## config.mk

```make
export PLATFORM = sky130hd
export DESIGN_NAME = lsu_rv32
export DESIGN_NICKNAME = d
export VERILOG_FILES = /design/src/rtl/lsu_rv32.sv
export SDC_FILE = /design/constraint.sdc
export NUM_CORES = 1
export LEC_CHECK = 0
export BUFFER_PORTS_ARGS = -buffer_cell sky130_fd_sc_hd__buf_2
export CAP_MARGIN = 20
export CORE_MARGIN = 5
export CORE_UTILIZATION = 44
export DETAILED_ROUTE_END_ITERATION = 16
export GPL_TIMING_DRIVEN = 0
export MAX_ROUTING_LAYER = met4
export PLACE_DENSITY = 0.78
export SLEW_MARGIN = 0
export SYNTH_ARGS = -nofsm -noshare
export SYNTH_HDL_FRONTEND = slang
export SYNTH_SLANG_ARGS = --single-unit
```

## constraint.sdc

```tcl
create_clock -name iCLK -period 3.8 [get_ports iCLK]
set_input_delay 0 -clock iCLK [delete_from_list [all_inputs] [get_ports iCLK]]
set_output_delay 0 -clock iCLK [all_outputs]
set_load 0.02 [all_outputs]
```

## src/rtl/lsu_rv32.sv

```systemverilog
// ============================================================================
// Module   : lsu_rv32
// Purpose  : RV32I load/store unit for the MEM stage. Converts loads and
//            stores into word-wide data-cache transactions; sub-word stores
//            are performed as read-modify-write.
// Revision : 1.0 - initial release
// ============================================================================
`default_nettype none

module lsu_rv32 #(
  parameter int MEMSIZE = 8
) (
  input  logic        iCLK,
  input  logic        iRST,
  input  logic        iREQ,
  input  logic        iLOAD,
  input  logic [2:0]  iFUNCT3,
  input  logic [31:0] iADDR,
  input  logic [31:0] iWDATA,
  output logic        oBUSY,
  output logic        oDONE,
  output logic [31:0] oRDATA,
  output logic        oEXC,
  output logic [1:0]  oCAUSE,
  output logic        oMEM,
  output logic        oRW,
  output logic [31:0] oMEMADDR,
  output logic [31:0] oMEMDATA,
  input  logic [31:0] iMEMDATA,
  input  logic        iStallD
);

  typedef enum logic [1:0] {
    IDLE = 2'd0,
    RD   = 2'd1,
    CAP  = 2'd2,
    WR   = 2'd3
  } state_t;

  localparam logic [29:0] MEM_WORDS = 30'(MEMSIZE);

  state_t      state;
  logic        is_load;
  logic [2:0]  funct3;
  logic [31:0] addr;
  // Holds the store data from accept; for sub-word stores it is replaced by
  // the merged word in CAP, so WR always drives this register.
  logic [31:0] wr_word;

  logic        req_illegal;
  logic        req_misaligned;
  logic        req_out_of_range;
  logic [1:0]  req_cause;
  logic [7:0]  rd_byte;
  logic [15:0] rd_half;
  logic [31:0] load_ext;
  logic [31:0] store_merge;

  // Request fault classification; priority illegal > misaligned > range.
  always_comb begin
    req_illegal      = (iFUNCT3 == 3'b011) || (iFUNCT3 == 3'b110) ||
                       (iFUNCT3 == 3'b111) || (!iLOAD && iFUNCT3[2]);
    req_misaligned   = ((iFUNCT3[1:0] == 2'b01) && iADDR[0]) ||
                       ((iFUNCT3[1:0] == 2'b10) && (iADDR[1:0] != 2'b00));
    req_out_of_range = (iADDR[31:2] >= MEM_WORDS);
    if (req_illegal)           req_cause = 2'b11;
    else if (req_misaligned)   req_cause = 2'b01;
    else if (req_out_of_range) req_cause = 2'b10;
    else                       req_cause = 2'b00;
  end

  // Lane extraction and extension of the word returned by the cache.
  always_comb begin
    case (addr[1:0])
      2'd0:    rd_byte = iMEMDATA[7:0];
      2'd1:    rd_byte = iMEMDATA[15:8];
      2'd2:    rd_byte = iMEMDATA[23:16];
      default: rd_byte = iMEMDATA[31:24];
    endcase
    rd_half = addr[1] ? iMEMDATA[31:16] : iMEMDATA[15:0];
    case (funct3)
      3'b000:  load_ext = {{24{rd_byte[7]}}, rd_byte};
      3'b100:  load_ext = {24'd0, rd_byte};
      3'b001:  load_ext = {{16{rd_half[15]}}, rd_half};
      3'b101:  load_ext = {16'd0, rd_half};
      default: load_ext = iMEMDATA;
    endcase
  end

  // Merge the store byte/half into the word read back from the cache.
  always_comb begin
    store_merge = iMEMDATA;
    if (funct3[1:0] == 2'b00) begin
      case (addr[1:0])
        2'd0:    store_merge[7:0]   = wr_word[7:0];
        2'd1:    store_merge[15:8]  = wr_word[7:0];
        2'd2:    store_merge[23:16] = wr_word[7:0];
        default: store_merge[31:24] = wr_word[7:0];
      endcase
    end else if (funct3[1:0] == 2'b01) begin
      if (addr[1]) store_merge[31:16] = wr_word[15:0];
      else         store_merge[15:0]  = wr_word[15:0];
    end else begin
      store_merge = wr_word;
    end
  end

  // Cache port decoded from the state register so reset drops it at once.
  always_comb begin
    oBUSY    = (state != IDLE);
    oMEM     = (state == RD) || (state == WR);
    oRW      = (state == RD);
    oMEMADDR = oMEM ? {2'b00, addr[31:2]} : 32'd0;
    oMEMDATA = (state == WR) ? wr_word : 32'd0;
  end

  // Main FSM with registered completion/exception pulses and results.
  always_ff @(posedge iCLK or posedge iRST) begin
    if (iRST) begin
      state   <= IDLE;
      is_load <= 1'b0;
      funct3  <= 3'd0;
      addr    <= 32'd0;
      wr_word <= 32'd0;
      oDONE   <= 1'b0;
      oRDATA  <= 32'd0;
      oEXC    <= 1'b0;
      oCAUSE  <= 2'b00;
    end else begin
      oDONE <= 1'b0;
      oEXC  <= 1'b0;
      case (state)
        IDLE: begin
          if (iREQ) begin
            is_load <= iLOAD;
            funct3  <= iFUNCT3;
            addr    <= iADDR;
            wr_word <= iWDATA;
            if (req_cause != 2'b00) begin
              oEXC   <= 1'b1;
              oCAUSE <= req_cause;
            end else if (!iLOAD && (iFUNCT3[1:0] == 2'b10)) begin
              state <= WR;
            end else begin
              state <= RD;
            end
          end
        end
        RD: begin
          if (!iStallD) state <= CAP;
        end
        CAP: begin
          if (is_load) begin
            oRDATA <= load_ext;
            oDONE  <= 1'b1;
            state  <= IDLE;
          end else begin
            wr_word <= store_merge;
            state   <= WR;
          end
        end
        WR: begin
          if (!iStallD) begin
            oDONE <= 1'b1;
            state <= IDLE;
          end
        end
        default: state <= IDLE;
      endcase
    end
  end

endmodule

`default_nettype wire

```

# After elaboration in Yosys (flattened, before gate mapping)
# Index checks and enable logic that the tools add are counted.
[word_totals]
ff_bits = 106
latch_bits = 0
ram_bits = 0
romBits = 0
n_memories = 0
[classes]
add_sub_neg = 0
multipliers = 0
n_div = 0
order_cmp = 1
eq_ne = 22
shift = 0
n_mux = 32
n_bitwise = 0
n_reduce_logical = 26
[op_table]
columns = ["cell", "count"]
rows = [
  ["$mux 32", 5],
  ["$pmux 32 s4", 1],
  ["$pmux 32 s2", 1],
  ["$mux 16", 3],
  ["$mux 8", 4],
  ["$ge 30x4->1 const B", 1],
  ["$mux 30", 1],
  ["$pmux 8 s3", 1],
  ["$mux 2", 9],
  ["$eq 3x3->1 const B", 4],
  ["$ne 2x2->1 const B", 5],
  ["$ne 3x3->1 const B", 3],
  ["$eq 2x1->1 const B", 4],
  ["$eq 2x2->1 const B", 4],
  ["$pmux 2 s4", 1],
  ["$reduce_and 4->1", 2],
  ["$reduce_bool 2->1", 4],
  ["$logic_not 2->1", 3],
  ["$reduce_and 6->1", 1],
  ["$logic_or 1x1->1", 5],
  ["$mux 1", 5],
  ["$reduce_and 5->1", 1],
  ["$logic_and 1x1->1", 4],
  ["$reduce_and 2->1", 2],
  ["other kinds (7)", 7],
]

# Longest topological paths before layout
[depth]
depth_word = 9
mapped_depth = 7
depth_no_buf = 4

# Worst setup path after synthesis
# Ideal clock, no wire load.
[synth_path]
path_kind = "reg-to-reg"
start = "register addr[1]"
end = "register wr_word[13]"
setup_ns = 0.125
t_arrival_ns = 1.595
required_time_ns = 3.675
path_slack_ns = 2.081
stages_incl_launch_ff = 7
synth_period_minus_slack_ns = 1.719
path_cell_list = "dfrtp_1 -> buf_2 -> nor4b_1 -> buf_2 -> mux2i_1 -> a21oi_1 -> mux2_2"
[synth_between]
elab_chain_len = 5
word_cells_on_any_way = 7
[synth_rtl]
columns = ["element", "line_no", "rtl"]
rows = [
  ["start: declaration", "45", "logic [31:0] addr;"],
  ["start signal: assignment", "137", "addr <= iADDR;"],
  ["$eq 2x1->1", "94", "case (addr[1:0])"],
  ["$mux 8", "94", ""],
  ["$mux 32", "93", "if (funct3[1:0] == 2'b00) begin"],
  ["$mux 32", "153", "if (is_load) begin"],
  ["$pmux 32 s2", "132", "case (state)"],
  ["end signal: assignment", "138", "wr_word <= iWDATA;"],
  ["end signal: assignment", "158", "wr_word <= store_merge;"],
  ["end: declaration", "48", "logic [31:0] wr_word;"],
]
# Parallel ways exist; a longest one is shown, timed or not. The select of a mux whose other input is x is not followed.
# A chain may end at the register's enable or synchronous reset.

# Final worst setup path
[layout_path]
start = "register funct3[1]"
end = "register wr_word[3]"
[layout_between]
elab_chain_len = 4
word_cells_on_any_way = 9
[layout_rtl]
columns = ["element", "line_no", "rtl"]
rows = [
  ["start: declaration", "44", "logic [2:0] funct3;"],
  ["start signal: assignment", "136", "funct3 <= iFUNCT3;"],
  ["$logic_not 2->1", "93", ""],
  ["$mux 32", "93", ""],
  ["$mux 32", "153", ""],
  ["$pmux 32 s2", "132", ""],
]
# Parallel ways exist; a longest one is shown, timed or not. The select of a mux whose other input is x is not followed.

==> results.py <==
metrics = {
    "outcome": {
        "status": "finished clean",
    },
    "floorplan": {
        "io_pins": 207,
        "design.core.area_sq_um": 13200,
        "rows": 42,
        "die_area_sq_um": 15800,
        "start_util": 0.447,
        "fp.dieW_um": 126,
        "die_h_um": 126,
    },
    "timing": {
        "worstMarginPinSlew_ns": 0.824,
        "setup_viol": 0,
        "setup_ws_ns": 1.32,
        "period_needed_ns": 2.48,
        "min_period_over_period": 0.653,
        "hold_violations": 0,
        "max_freq_mhz": 403,
        "fin_worst_skew_ns": 0.00563,
        "relSlewSlack": 0.449,
        "rsz0062_at_grt": "false",
        "drv_slew": 0,
    },
    "power": {
        "p_sw_mw": 2.61,
        "leakagePower_nw": 3.99,
        "pwr-share-seq": 0.341,
        "combPwrFrac": 0.512,
        "power_density_nw_per_um2": 726,
        "vdd_drop_max_uv": 379,
        "p_sw_frac": 0.433,
        "p_int_mw": 3.42,
        "power_mw": 6.03,
        "clockPowerShare": 0.147,
    },
    "hold_path": {
        "min_path_type": "in -> reg",
    },
    "clock_network": {
        "cts_tree": "built",
        "clkTransAtPathRegs_ns": 0.07,
        "post_cts_buffers": 0,
        "cts_made_buffers": 9,
        "insertion_delay_ns": 0.35,
        "htree_levels": 3,
        "cts.path.max_buffers": 2,
        "cts.sinks": 106,
        "cts-root-buf": "clkbuf_16",
    },
    "global_routing": {
        "grtUsageTotal": 0.273,
        "grt_max_degree": 73,
        "antenna_found_initial": 0,
        "grt-ovfl-total": 0,
        "grt_first_pass_wirelength_um": 33800,
        "grt_pass1_vias": 6242,
    },
    "synth": {
        "synth_seq_cells": 106,
        "netlist_area_sq_um": 5900,
        "yosysWarningCount": 0,
        "syn-instance-count": 622,
        "syn_avg_cell_area_sq_um": 9.48,
        "yosys_most_used_dff": "dfrtp_1",
        "yosysUniqueCellTypes": 52,
        "synth_top_area_frac": 0.450,
        "async_reset_ff_frac": 1.00,
        "yosys-top-cells-area": "dfrtp_1 (45%), mux2_2 (11%), and3_1 (4.2%)",
        "yosys.area.top_type": "dfrtp_1",
        "synth_edf_count": 0,
        "yosysSeqAreaShare": 0.450,
    },
    "place": {
        "dpl.hpwl_um": 15000,
        "dpl_cell_area_sq_um": 7170,
        "port_buffers": 204,
        "globalplace.congestion": 0.962,
        "dp_slack_ns": 1.66,
    },
    "worst_setup_path": {
        "crit_arrival_ns": 2.71,
        "cp_max_fo": 10,
        "setup.worst_path.class": "reg -> reg",
        "cp-start-kind": "register",
        "endpoint_kind": "register",
        "required_ns": 4.03,
    },
    "cells_and_area": {
        "finish.instance_area_sq_um": 8310,
        "drive_above_1_share": 0.325,
        "diodes": 0,
        "fin_util": 0.630,
        "area_delta_synth_final_pct": 40.9,
        "fin_nets": 1029,
        "final_cell_mix": "buf_2 (215), dfrtp_1 (106), dlygate4sd3_1 (86)",
        "mostFrequentLayoutCell": "buf_2",
    },
    "job": {
        "maxCapViolations": 0,
    },
    "route": {
        "ant_nets": 0,
        "drcViolationCount": 0,
        "drtIter0Drc": 581,
        "wire_per_inst_um": 19.2,
        "routed_wl_um": 21200,
        "dr.pass1.iters": 5,
        "vias": 6150,
        "viasPerCell": 5.56,
    },
}
## power by group through the flow
stage	logic, mW	clock network, mW	registers [mW]
6_report	3.09	0.887	2.06
3_3_place_gp	2.85	0	2.03
5_1_grt	3.35	0.952	2.11
3_5_place_dp	2.91	0	2.05
2_1_floorplan	1.82	0	2.17
4_1_cts	3.05	0.901	2.04
## registers in the layout, summed over array words and instances, names as in the netlist
signal   cells
addr        32
oRDATA      32
wr_word     32
funct3       3
oCAUSE       2
state        2
is_load      1
oDONE        1
oEXC         1
## critical path, cell delays in order (launching register included)
cell           delay [ns]
dfrtp_1              0.45
or3b_1               0.38
buf_2                0.19
a221oi_4             0.43
buf_6                0.21
a31oi_1              0.10
dlygate4sd3_1        0.59
## cell families after synthesis
family | count (synthesis) | share of synthesized area
buf+inv | 59 | 0.0431
other cells | 1 | 0.000636
flops | 106 | 0.450
compound gates | 135 | 0.145
simple gates | 253 | 0.232
mux | 67 | 0.128
xor+xnor | 1 | 0.00149
## worst paths after layout
path / start / to / slack [ns] / cells after the start
setup / recovery: funct3[1] / wr_word[3] / 1.32 / 6
hold / removal: iMEMDATA[23] / oRDATA[23] / 0.002 / 3
setup reg to reg: funct3[1] / wr_word[3] / 1.32 / 6
hold reg to reg: wr_word[18] / wr_word[18] / 0.48 / 2
max in group asynchronous: iRST / wr_word[17] / 2.86 / 4
min in group asynchronous: iRST / addr[21] / 0.23 / 3
## per-stage QoR
step | setup TNS (ns) | hold slack (ns) | std cells
3_3_place_gp | -28.71 | 0.232 | 1003
3_5_place_dp | 0 | 0.0551 | 1004
2_1_floorplan | 0 | 0.117 | 623
6_report | 0 | 0.00183 | 1106
5_1_grt | 0 | 0.0000806 | 1106
4_1_cts | 0 | 0.00343 | 1106
## cell type report
class	count	area, sq um
inverter	6	25.0
multi-input combinational	458	2990
timing repair buffer	291	1910
buffer	53	231
tap	176	220
clock buffer	12	246
fill	1080	4880
clock inverter	4	27.5
sequential	106	2650
## routing by layer
layer / global-route usage / vias up / wire (um)
li1: - / 2830 / -
met1: 0.355 / 2924 / 8670
met2: 0.425 / 340 / 9790
met3: 0.0563 / 56 / 1980
met4: 0.100 / 0 / 760
met5: - / - / 0
## synthesized netlist by cell type (11+ instances only)
cell      count
a21oi_1      47
and2_1       31
and3_1       40
buf_2        11
clkbuf_1     36
dfrtp_1     106
mux2_2       58
nand2_1      61
nand2b_1     12
nand3_1      33
nor2_1       28
o21ai_0      43
## repair_timing
action / 4_1_cts / 5_1_grt
hold endpoints to repair: 113 / 0
hold buffers: 86 / 0
gates resized for setup: 0 / 0
Power figures use the tool's default switching activity.
